$ cat src/rtl/hazard_pkg.sv
// -----------------------------------------------------------------------------
// hazard_pkg
// Shared types and constants for the RV32 five-stage hazard controller.
//   fwd_sel_e   : forwarding mux select driven into the execute-stage muxes
//   mem_state_e : data-memory wait sequencer states
//   LOAD_LAT_*  : legal range of the data-memory load latency parameter
//   CNT_W       : width of the wait down-counter (covers LOAD_LAT_MAX-2)
// -----------------------------------------------------------------------------
package hazard_pkg;

  typedef enum logic [1:0] {
    FWD_NONE = 2'b00,
    FWD_W    = 2'b01,
    FWD_M    = 2'b10
  } fwd_sel_e;

  // Legacy state encodings; the enum below is built on top of them so that
  // older code comparing against raw constants keeps working.
  localparam logic [1:0] ST_IDLE    = 2'b00;
  localparam logic [1:0] ST_WAIT    = 2'b01;
  localparam logic [1:0] ST_RELEASE = 2'b10;

  typedef enum logic [1:0] {
    IDLE    = ST_IDLE,
    WAIT    = ST_WAIT,
    RELEASE = ST_RELEASE
  } mem_state_e;

  localparam int LOAD_LAT_MIN = 1;
  localparam int LOAD_LAT_MAX = 16;

  localparam int              CNT_W    = 4;
  localparam logic [CNT_W-1:0] CNT_ZERO = {CNT_W{1'b0}};
  localparam logic [CNT_W-1:0] CNT_ONE  = {{(CNT_W-1){1'b0}}, 1'b1};

  // Counter preload when a load first enters M: LOAD_LAT-2 further wait
  // cycles follow the trigger cycle. Latencies of 1 or 2 need no preload.
  function automatic logic [CNT_W-1:0] cntInit(input int loadLat);
    if (loadLat > 2) begin
      return CNT_W'(loadLat - 2);
    end else begin
      return CNT_ZERO;
    end
  endfunction

endpackage

$ cat src/rtl/hazard_fwd_sel.sv
// -----------------------------------------------------------------------------
// hazard_fwd_sel
// One-operand forwarding compare for the execute stage. The M-stage result is
// newer than the W-stage result, so an M hit wins. Register x0 never matches.
// Ports:
//   rs        in  REG_AW  source register of the operand in execute
//   rdM       in  REG_AW  destination register in memory stage
//   regWriteM in  1       memory-stage write enable
//   rdW       in  REG_AW  destination register in writeback stage
//   regWriteW in  1       writeback-stage write enable
//   fwdSel    out 2       FWD_NONE / FWD_W / FWD_M
// -----------------------------------------------------------------------------
module hazard_fwd_sel
  import hazard_pkg::*;
#(
  parameter int REG_AW = 5
) (
  input  logic [REG_AW-1:0] rs,
  input  logic [REG_AW-1:0] rdM,
  input  logic              regWriteM,
  input  logic [REG_AW-1:0] rdW,
  input  logic              regWriteW,
  output fwd_sel_e          fwdSel
);

  logic hitM_s;
  logic hitW_s;

  assign hitM_s = regWriteM && (rdM == rs) && (rs != {REG_AW{1'b0}});
  assign hitW_s = regWriteW && (rdW == rs) && (rs != {REG_AW{1'b0}});

  // Priority select: M result is younger than W result.
  always_comb begin
    fwdSel = FWD_NONE;
    if (hitM_s) begin
      fwdSel = FWD_M;
    end else if (hitW_s) begin
      fwdSel = FWD_W;
    end else begin
      fwdSel = FWD_NONE;
    end
  end

endmodule

$ cat src/rtl/hazard_unit.sv
// -----------------------------------------------------------------------------
// hazard_unit
// Hazard controller for the five-stage RV32 pipeline: execute-stage forwarding
// selects, load-use / RAW decode stalls, branch flush and a data-memory wait
// sequencer that freezes the pipe while a slow load sits in M.
//
// Parameters:
//   FWD_EN   1 = forwarding with load-use stall, 0 = stall on any RAW vs E/M
//   LOAD_LAT data-memory load latency in cycles (1..16)
//   REG_AW   register address width
//   PERF_W   performance counter width
// Ports:
//   clk, rst                          clock, asynchronous active-high reset
//   Rs1D, Rs2D / Rs1E, Rs2E           source registers in decode / execute
//   RD_E, RD_M, RDW                   destinations in E / M / W
//   RegWriteE, RegWriteM, RegWriteW   per-stage write enables
//   ResultSrcE, ResultSrcM            1 = load in that stage
//   PCSrcE                            branch/jump taken in execute
//   ForwardAE, ForwardBE              execute operand forwarding selects
//   StallF, StallD, StallE, StallM    hold stage registers
//   FlushD, FlushE, FlushW            bubble stage registers
//   PerfCycles, PerfStalls, PerfFlushes  performance counters
// Build option:
//   HAZARD_PERF_EN  when defined the performance counters are implemented;
//                   otherwise the counter ports are tied to zero.
// -----------------------------------------------------------------------------
module hazard_unit
  import hazard_pkg::*;
#(
  parameter int FWD_EN   = 1,
  parameter int LOAD_LAT = 1,
  parameter int REG_AW   = 5,
  parameter int PERF_W   = 32
) (
  input  logic              clk,
  input  logic              rst,
  input  logic [REG_AW-1:0] Rs1D,
  input  logic [REG_AW-1:0] Rs2D,
  input  logic [REG_AW-1:0] Rs1E,
  input  logic [REG_AW-1:0] Rs2E,
  input  logic [REG_AW-1:0] RD_E,
  input  logic [REG_AW-1:0] RD_M,
  input  logic [REG_AW-1:0] RDW,
  input  logic              RegWriteE,
  input  logic              RegWriteM,
  input  logic              RegWriteW,
  input  logic              ResultSrcE,
  input  logic              ResultSrcM,
  input  logic              PCSrcE,
  output logic [1:0]        ForwardAE,
  output logic [1:0]        ForwardBE,
  output logic              StallF,
  output logic              StallD,
  output logic              StallE,
  output logic              StallM,
  output logic              FlushD,
  output logic              FlushE,
  output logic              FlushW,
  output logic [PERF_W-1:0] PerfCycles,
  output logic [PERF_W-1:0] PerfStalls,
  output logic [PERF_W-1:0] PerfFlushes
);

  // Out-of-range latencies are clamped into the supported window.
  localparam int LAT_EFF = (LOAD_LAT < LOAD_LAT_MIN) ? LOAD_LAT_MIN :
                           (LOAD_LAT > LOAD_LAT_MAX) ? LOAD_LAT_MAX : LOAD_LAT;
  localparam bit               MEM_WAIT_EN = (LAT_EFF > 1);
  localparam logic [CNT_W-1:0] CNT_INIT    = cntInit(LAT_EFF);
  // With a latency of 2 the trigger cycle is the only stall cycle.
  localparam mem_state_e       FIRST_STATE = (LAT_EFF > 2) ? WAIT : RELEASE;
  localparam bit               FWD_ON      = (FWD_EN != 0);

  fwd_sel_e         fwdA_s;
  fwd_sel_e         fwdB_s;
  logic             lwStall_s;
  logic             rawStall_s;
  logic             dStall_s;
  logic             memStall_s;
  mem_state_e       state_r;
  mem_state_e       stateNext_s;
  logic [CNT_W-1:0] cnt_r;
  logic [CNT_W-1:0] cntNext_s;

  // True when a writing producer's destination matches a consumer source;
  // x0 is hard-wired zero and never creates a dependency.
  function automatic logic regHit(input logic [REG_AW-1:0] rd,
                                  input logic [REG_AW-1:0] rs,
                                  input logic              we);
    return we && (rd == rs) && (rd != {REG_AW{1'b0}});
  endfunction

  hazard_fwd_sel #(.REG_AW(REG_AW)) uFwdA (
    .rs        (Rs1E),
    .rdM       (RD_M),
    .regWriteM (RegWriteM),
    .rdW       (RDW),
    .regWriteW (RegWriteW),
    .fwdSel    (fwdA_s)
  );

  hazard_fwd_sel #(.REG_AW(REG_AW)) uFwdB (
    .rs        (Rs2E),
    .rdM       (RD_M),
    .regWriteM (RegWriteM),
    .rdW       (RDW),
    .regWriteW (RegWriteW),
    .fwdSel    (fwdB_s)
  );

  // Decode stall sources. Without forwarding the decode register file is
  // write-first, so only E and M producers can create a RAW hazard.
  always_comb begin
    lwStall_s  = 1'b0;
    rawStall_s = 1'b0;
    if (FWD_ON) begin
      lwStall_s = ResultSrcE &&
                  (regHit(RD_E, Rs1D, RegWriteE) || regHit(RD_E, Rs2D, RegWriteE));
    end else begin
      rawStall_s = regHit(RD_E, Rs1D, RegWriteE) || regHit(RD_E, Rs2D, RegWriteE) ||
                   regHit(RD_M, Rs1D, RegWriteM) || regHit(RD_M, Rs2D, RegWriteM);
    end
  end

  assign dStall_s = lwStall_s || rawStall_s;

  // Memory wait sequencer next state. RELEASE always returns to IDLE so the
  // load still visible in M during its release cycle cannot retrigger.
  always_comb begin
    stateNext_s = state_r;
    cntNext_s   = cnt_r;
    memStall_s  = 1'b0;
    if (MEM_WAIT_EN) begin
      case (state_r)
        IDLE: begin
          if (ResultSrcM && RegWriteM) begin
            memStall_s  = 1'b1;
            cntNext_s   = CNT_INIT;
            stateNext_s = FIRST_STATE;
          end else begin
            stateNext_s = IDLE;
          end
        end
        WAIT: begin
          memStall_s = 1'b1;
          cntNext_s  = cnt_r - CNT_ONE;
          if (cnt_r == CNT_ONE) begin
            stateNext_s = RELEASE;
          end else begin
            stateNext_s = WAIT;
          end
        end
        RELEASE: begin
          stateNext_s = IDLE;
        end
        default: begin
          stateNext_s = IDLE;
          cntNext_s   = CNT_ZERO;
        end
      endcase
    end else begin
      stateNext_s = IDLE;
      cntNext_s   = CNT_ZERO;
    end
  end

  // Memory wait sequencer state and down-counter registers.
  always_ff @(posedge clk or posedge rst) begin
    if (rst) begin
      state_r <= IDLE;
      cnt_r   <= CNT_ZERO;
    end else begin
      state_r <= stateNext_s;
      cnt_r   <= cntNext_s;
    end
  end

  // Output priority: memory wait freezes everything and masks the decode
  // stall and branch flushes; a taken branch overrides the decode stall so
  // the target can be fetched. Reset forces every control output low.
  always_comb begin
    ForwardAE = FWD_NONE;
    ForwardBE = FWD_NONE;
    StallF    = 1'b0;
    StallD    = 1'b0;
    StallE    = 1'b0;
    StallM    = 1'b0;
    FlushD    = 1'b0;
    FlushE    = 1'b0;
    FlushW    = 1'b0;
    if (rst) begin
      ForwardAE = FWD_NONE;
      ForwardBE = FWD_NONE;
    end else begin
      if (FWD_ON) begin
        ForwardAE = fwdA_s;
        ForwardBE = fwdB_s;
      end else begin
        ForwardAE = FWD_NONE;
        ForwardBE = FWD_NONE;
      end
      if (memStall_s) begin
        StallF = 1'b1;
        StallD = 1'b1;
        StallE = 1'b1;
        StallM = 1'b1;
        FlushW = 1'b1;
      end else if (PCSrcE) begin
        FlushD = 1'b1;
        FlushE = 1'b1;
      end else if (dStall_s) begin
        StallF = 1'b1;
        StallD = 1'b1;
        FlushE = 1'b1;
      end else begin
        StallF = 1'b0;
      end
    end
  end

`ifdef HAZARD_PERF_EN
  localparam logic [PERF_W-1:0] PERF_ZERO = {PERF_W{1'b0}};
  localparam logic [PERF_W-1:0] PERF_ONE  = {{(PERF_W-1){1'b0}}, 1'b1};

  logic [PERF_W-1:0] perfCycles_r;
  logic [PERF_W-1:0] perfStalls_r;
  logic [PERF_W-1:0] perfFlushes_r;

  // Free-running performance counters; they wrap naturally at 2^PERF_W.
  always_ff @(posedge clk or posedge rst) begin
    if (rst) begin
      perfCycles_r  <= PERF_ZERO;
      perfStalls_r  <= PERF_ZERO;
      perfFlushes_r <= PERF_ZERO;
    end else begin
      perfCycles_r <= perfCycles_r + PERF_ONE;
      if (StallF) begin
        perfStalls_r <= perfStalls_r + PERF_ONE;
      end else begin
        perfStalls_r <= perfStalls_r;
      end
      if (FlushE || FlushW) begin
        perfFlushes_r <= perfFlushes_r + PERF_ONE;
      end else begin
        perfFlushes_r <= perfFlushes_r;
      end
    end
  end

  assign PerfCycles  = perfCycles_r;
  assign PerfStalls  = perfStalls_r;
  assign PerfFlushes = perfFlushes_r;
`else
  assign PerfCycles  = {PERF_W{1'b0}};
  assign PerfStalls  = {PERF_W{1'b0}};
  assign PerfFlushes = {PERF_W{1'b0}};
`endif

endmodule

$ cat config.mk
export PLATFORM = sky130hd
export DESIGN_NAME = hazard_unit
export DESIGN_NICKNAME = d
export VERILOG_FILES = /design/src/rtl/hazard_pkg.sv /design/src/rtl/hazard_fwd_sel.sv /design/src/rtl/hazard_unit.sv
export SDC_FILE = /design/constraint.sdc
export NUM_CORES = 1
export LEC_CHECK = 0
export CAP_MARGIN = 10
export CELL_PAD_IN_SITES_DETAIL_PLACEMENT = 1
export CELL_PAD_IN_SITES_GLOBAL_PLACEMENT = 1
export CORE_ASPECT_RATIO = 1.2
export CORE_MARGIN = 2
export CORE_UTILIZATION = 18
export DETAILED_ROUTE_END_ITERATION = 7
export GPL_TIMING_DRIVEN = 0
export PLACE_DENSITY_LB_ADDON = 0.1
export SYNTH_ARGS = -nofsm -noshare
export SYNTH_HDL_FRONTEND = slang
export SYNTH_SLANG_ARGS = --single-unit
export TNS_END_PERCENT = 100
$ cat constraint.sdc
create_clock -name vclk -period 5
set_clock_uncertainty 0.1 [all_clocks]
set_input_delay 1 -clock vclk [all_inputs]
set_output_delay 1 -clock vclk [all_outputs]
set_load 0.05 [all_outputs]
==> results of run 1 <==
-- worst paths after layout --
| check | from | to | slack (ns) | cells past startpoint |
|---|---|---|---|---|
| worst max-delay path | Rs1E[2] | ForwardAE[0] | 0.55 | 6 |
| worst min-delay path | PCSrcE | StallD | 3.15 | 3 |
-- synthesized netlist by cell type (2+ instances only) --
library cell	number
buf_4	100
nand4_1	4
nor2b_1	4
nor3_1	3
or4_4	2
nor2_1	3
xnor2_1	16
nand2_1	3
nor2_4	2
xor2_1	14
nor4_2	4
-- layer usage --
layer,vias to the layer above,share of wire,wire (um),global-route usage
li1,605,-,-,-
met1,470,0.34,1119,0.07771
met5,-,0,0,0
met3,0,0.17,560,0.02390
met4,0,0,0,0
met2,90,0.50,1655,0.1525
-- stage by stage --
step	cell area (um^2)	utilization	total power [mW]
after floorplan	1595	-	0.2523
after global placement	2192	0.3359	0.3006
after detailed placement	2192	0.3359	0.3012
after CTS	2192	0.3359	0.3016
after global routing	2192	0.3359	0.3192
final	2192	0.3359	0.3048
-- worst max-delay path, stage by stage --
cell	delay [ns]
clkdlybuf4s50_1	0.49
or4_4	0.58
nor2_4	0.12
nor4_2	0.07
nor4_2	0.24
clkdlybuf4s50_1	0.85
-- power by group --
part	internal (mW)	leakage, nW	switching [mW]
Sequential	0	0	0
Clock	0	0	0
Combinational	0.100	1.19	0.205
-- final cells by class --
| type | count | share of cell area |
|---|---|---|
| Multi-Input combinational cell | 158 | 0.3853 |
| Tap cell | 85 | 0.04852 |
| Timing Repair Buffer | 49 | 0.2237 |
| Buffer | 100 | 0.3425 |
-- cell families (layout without fill, tap and decap cells) --
family | Yosys count | count (layout) | share of synthesized area
AO/OA/AOI/OAI | 3 | 3 | 0.01631
buffers and inverters | 100 | 149 | 0.6116
AND/OR/NAND/NOR | 26 | 26 | 0.1549
other | 1 | 99 | 0.003055
XOR/XNOR | 30 | 30 | 0.2141
==> metrics.txt, run 1 <==
post_cts resized=0; Slew HR=0.6552; final worst slack=roughly 0.55 ns; Non-Filler Instances=392; vias in the first global route=1,002; hold buffers post-CTS=0; initial detailed-routing violation count=5; CP Class=input port to output port; Final setup viols=0; MaxCap Viol Count=0; largest net degree at the start of global routing=6; port bufs=roughly 50; Synth Instances=160; Final Hold Viols=0; initial antenna violation count=0; synth unique cells=16; final slew viol count=0; synth top area cells=buf_4 (61%), xnor2_1 (11%), xor2_1 (10%); hold_ws=3.152 ns; DR vias/cell=2.972; area share of the largest cell type after synthesis=0.6116; f_max=0.2248 GHz; CP arrival=3.35 ns; ANT cells=0; Tightest Hold Check Type=input port to output port; Total Die Area=approximately 0.0075 mm^2; Routed WL=roughly 3.3 mm; GPL Wtd Cong=between 0.7 and 0.8; CP max FO=3; Setup TNS Final=0 ns; Mapped Area=0.001227 mm^2; DP Wirelength=3.227 mm; endpoint type of the worst setup path=output port; Antenna Nets Post-Route=0; sequential cell area=0 um^2; seq_cells=0; Core ar.=0.006526 mm^2; vias after detailed routing=1,165; first-pass GRT wire length=4.595 mm; worst-margin pin slew=0.5155 ns; worst vdd ir=roughly 0.049 mV; Die Y=94.46 um; I/O pins=150; Total Routing Usage GR=0.07468; RSZ-0062 raised after global routing=no; sequential-to-total area share from yosys stat=0; commonest non-fill, non-tap cell in the layout=buf_4; Power Dens Cells=139.1 mW/mm^2; part of the cycle the worst path needs=0.8897; crit path time final=4.449 ns; routed len/inst=~8.5 um; total congestion overflow=0; CP required=3.90 ns; placed instance count=392; layout cell share with drive strength beyond 1=0.3518; dominant cell type by area after synthesis=buf_4; Initial DRT Pass Iterations=4; # nets final=approximately 350; drt drc=0; Std-Cell Rows=32; clock buffers=0; area of the multi-input gates=844.6 um^2; post-CTS setup buffers=0; syn_area_per_cell=7.671 um^2; most frequent cells in the layout=buf_4 (100), conb_1 (99), clkdlybuf4s50_1 (49); area grow syn2layout=78.59%; Initial Util=0.1881; Startpoint Class=input port; DIE WIDTH=79.38 um; status=finished, final reports clean; dpl ws=approximately 0.51 ns; synthesis warning total=0; fill count=844; leakage=1.188 nW
No activity file was read; power rests on OpenSTA's default activity.
==> run 2: changes to the inputs <==
CORE_MARGIN = default   (was 2)
CORE_UTILIZATION = 15   (was 18)
SKIP_LAST_GASP = 1   (was default)
clock period = 3.9 ns   (was 5 ns; I/O delays follow)
==> metrics.txt, run 2 (synthesis gave the netlist of run 1 again) <==
Routed WL=3.300 mm (-1.0%); WHS Path Cells=3 (unchanged); M1 GR Usage=0.07576 (-0.001957); GRT busiest layer=met2; met3 Use GR=0.02293 (-0.0009686); largest net degree at the start of global routing=6 (unchanged); CP dominant cell by count=clkdlybuf4s50_1; f_max=0.2664 GHz; GPL Wtd Cong=0.6704 (-7.8%); Non-Filler Instances=399 (+1.8%); commonest non-fill, non-tap cell in the layout=buf_4; crit path time final=3.754 ns; most frequent cells in the layout=buf_4 (100), conb_1 (99), clkdlybuf4s50_1 (45); worst vdd ir=0.05658 mV (+16%); vias in the first global route=1,016 (+1.4%); critical path's top delay family=buffers and inverters; slowest stage delay, CP=0.83 ns (-0.02 ns); Total Routing Usage GR=0.06554 (-0.009143); endpoint type of the worst setup path=output port; final slew viol count=0 (unchanged); Slew HR=0.6490 (-0.006203); DR vias/cell=2.932 (-1.3%); failing checks=design-rule violations; post_cts resized=3 (+3); Worst path slowest cell=clkdlybuf4s50_1; area grow syn2layout=79.20%; GR Util met2=0.1232 (-0.02934); initial antenna violation count=0 (unchanged); first-pass GRT wire length=4.595 mm (unchanged); clock buffers=0 (unchanged); vias after detailed routing=1,170 (+0.43%); CP Class=input port to output port; MaxCap Viol Count=0 (unchanged); # nets final=352 (unchanged); total congestion overflow=0 (unchanged); worst-margin pin slew=0.5248 ns (+0.009275 ns); Initial DRT Pass Iterations=6 (+2); Antenna Nets Post-Route=0 (unchanged); DP Wirelength=3.204 mm (-0.71%); CP max FO=3 (unchanged); initial detailed-routing violation count=23 (+18); Final Hold Viols=0 (unchanged); I/O pins=150 (unchanged); Tightest Hold Check Type=input port to output port; port bufs=49 (unchanged); status=finished with violations; Std-Cell Rows=35 (+9.4%); fill count=995 (+18%); drt drc=13 (+13); Core ar.=0.007795 mm^2 (+19%); placed instance count=399 (+1.8%); post-CTS setup buffers=0 (unchanged); Startpoint Class=input port; seq_cells=0 (unchanged); Power Dens Cells=177.5 mW/mm^2 (+28%); RSZ-0062 raised after global routing=no; routed len/inst=8.271 um (-2.8%); CP arrival=2.87 ns (-0.48 ns); CP required=3.02 ns (-0.88 ns); area of the multi-input gates=844.6 um^2 (unchanged); Layout Utilization=0.2822 (-0.05371); part of the cycle the worst path needs=0.9624; overall power=0.3905 mW (+28%); critical-path cell list=clkdlybuf4s50_1, or4_4, nor2_4, nor4_2, nor2b_1, clkdlybuf4s50_1; sequential cell area=0 um^2 (unchanged); Initial Util=0.1575 (-0.03061); hold buffers post-CTS=0 (unchanged); layout cell share with drive strength beyond 1=0.3518 (unchanged); Die Y=101.1 um (+7.0%); ANT cells=0 (unchanged); Total Die Area=0.008550 mm^2 (+14%); Worst path depth=6 (unchanged); DIE WIDTH=84.58 um (+6.5%); leakage=1.221 nW (+2.8%); Final setup viols=0 (unchanged); Buf/Inv on CP=2 (unchanged)
-- run 2: changes by cell type in the layout (fill, tap and decap cells not counted), sizes merged --
cell / before / now
dlymetal6s2s: 0 / 1
clkdlybuf4s50: 49 / 45
dlygate4sd2: 0 / 3
-- run 2: power by group --
| part | leakage [nW] | switching, mW | total, mW | internal (mW) |
|---|---|---|---|---|
| registers | 0 | 0 | 0 | 0 |
| logic | 1.22 | 0.263 | 0.391 | 0.128 |
| clock network | 0 | 0 | 0 | 0 |
| total | 1.22 | 0.263 | 0.391 | 0.128 |
-- run 2: through the flow --
| stage | setup slack, ns | area [um^2] | hold slack (ns) | setup TNS (ns) |
|---|---|---|---|---|
| 6_report | 0.1465 | 2200 | 2.306 | 0 |
| 4_1_cts | 0.02170 | 2197 | 2.548 | 0 |
| 2_1_floorplan | 0.2959 | 1595 | 1.632 | 0 |
| 3_5_place_dp | -0.1282 | 2201 | 2.706 | -0.2946 |
| 3_3_place_gp | -0.1439 | 2201 | 2.717 | -0.3161 |
| 5_1_grt | 0.02446 | 2200 | 2.346 | 0 |
-- run 2: final cells by class --
| class | instances | share of cell area |
|---|---|---|
| Timing Repair Buffer | 49 | 0.2224 |
| Tap cell | 92 | 0.05233 |
| Multi-Input combinational cell | 158 | 0.3840 |
| Buffer | 100 | 0.3413 |
-- run 2: final timing paths --
path | startpoint | endpoint | slack [ns]
worst min-delay path | PCSrcE | StallD | 2.31
worst max-delay path | Rs1E[2] | ForwardAE[1] | 0.15
-- run 2: metal layers --
metal	part of all wire	vias to the layer above
met5	0	-
met4	0	0
met3	0.17	0
met2	0.48	90
met1	0.35	475
li1	-	605
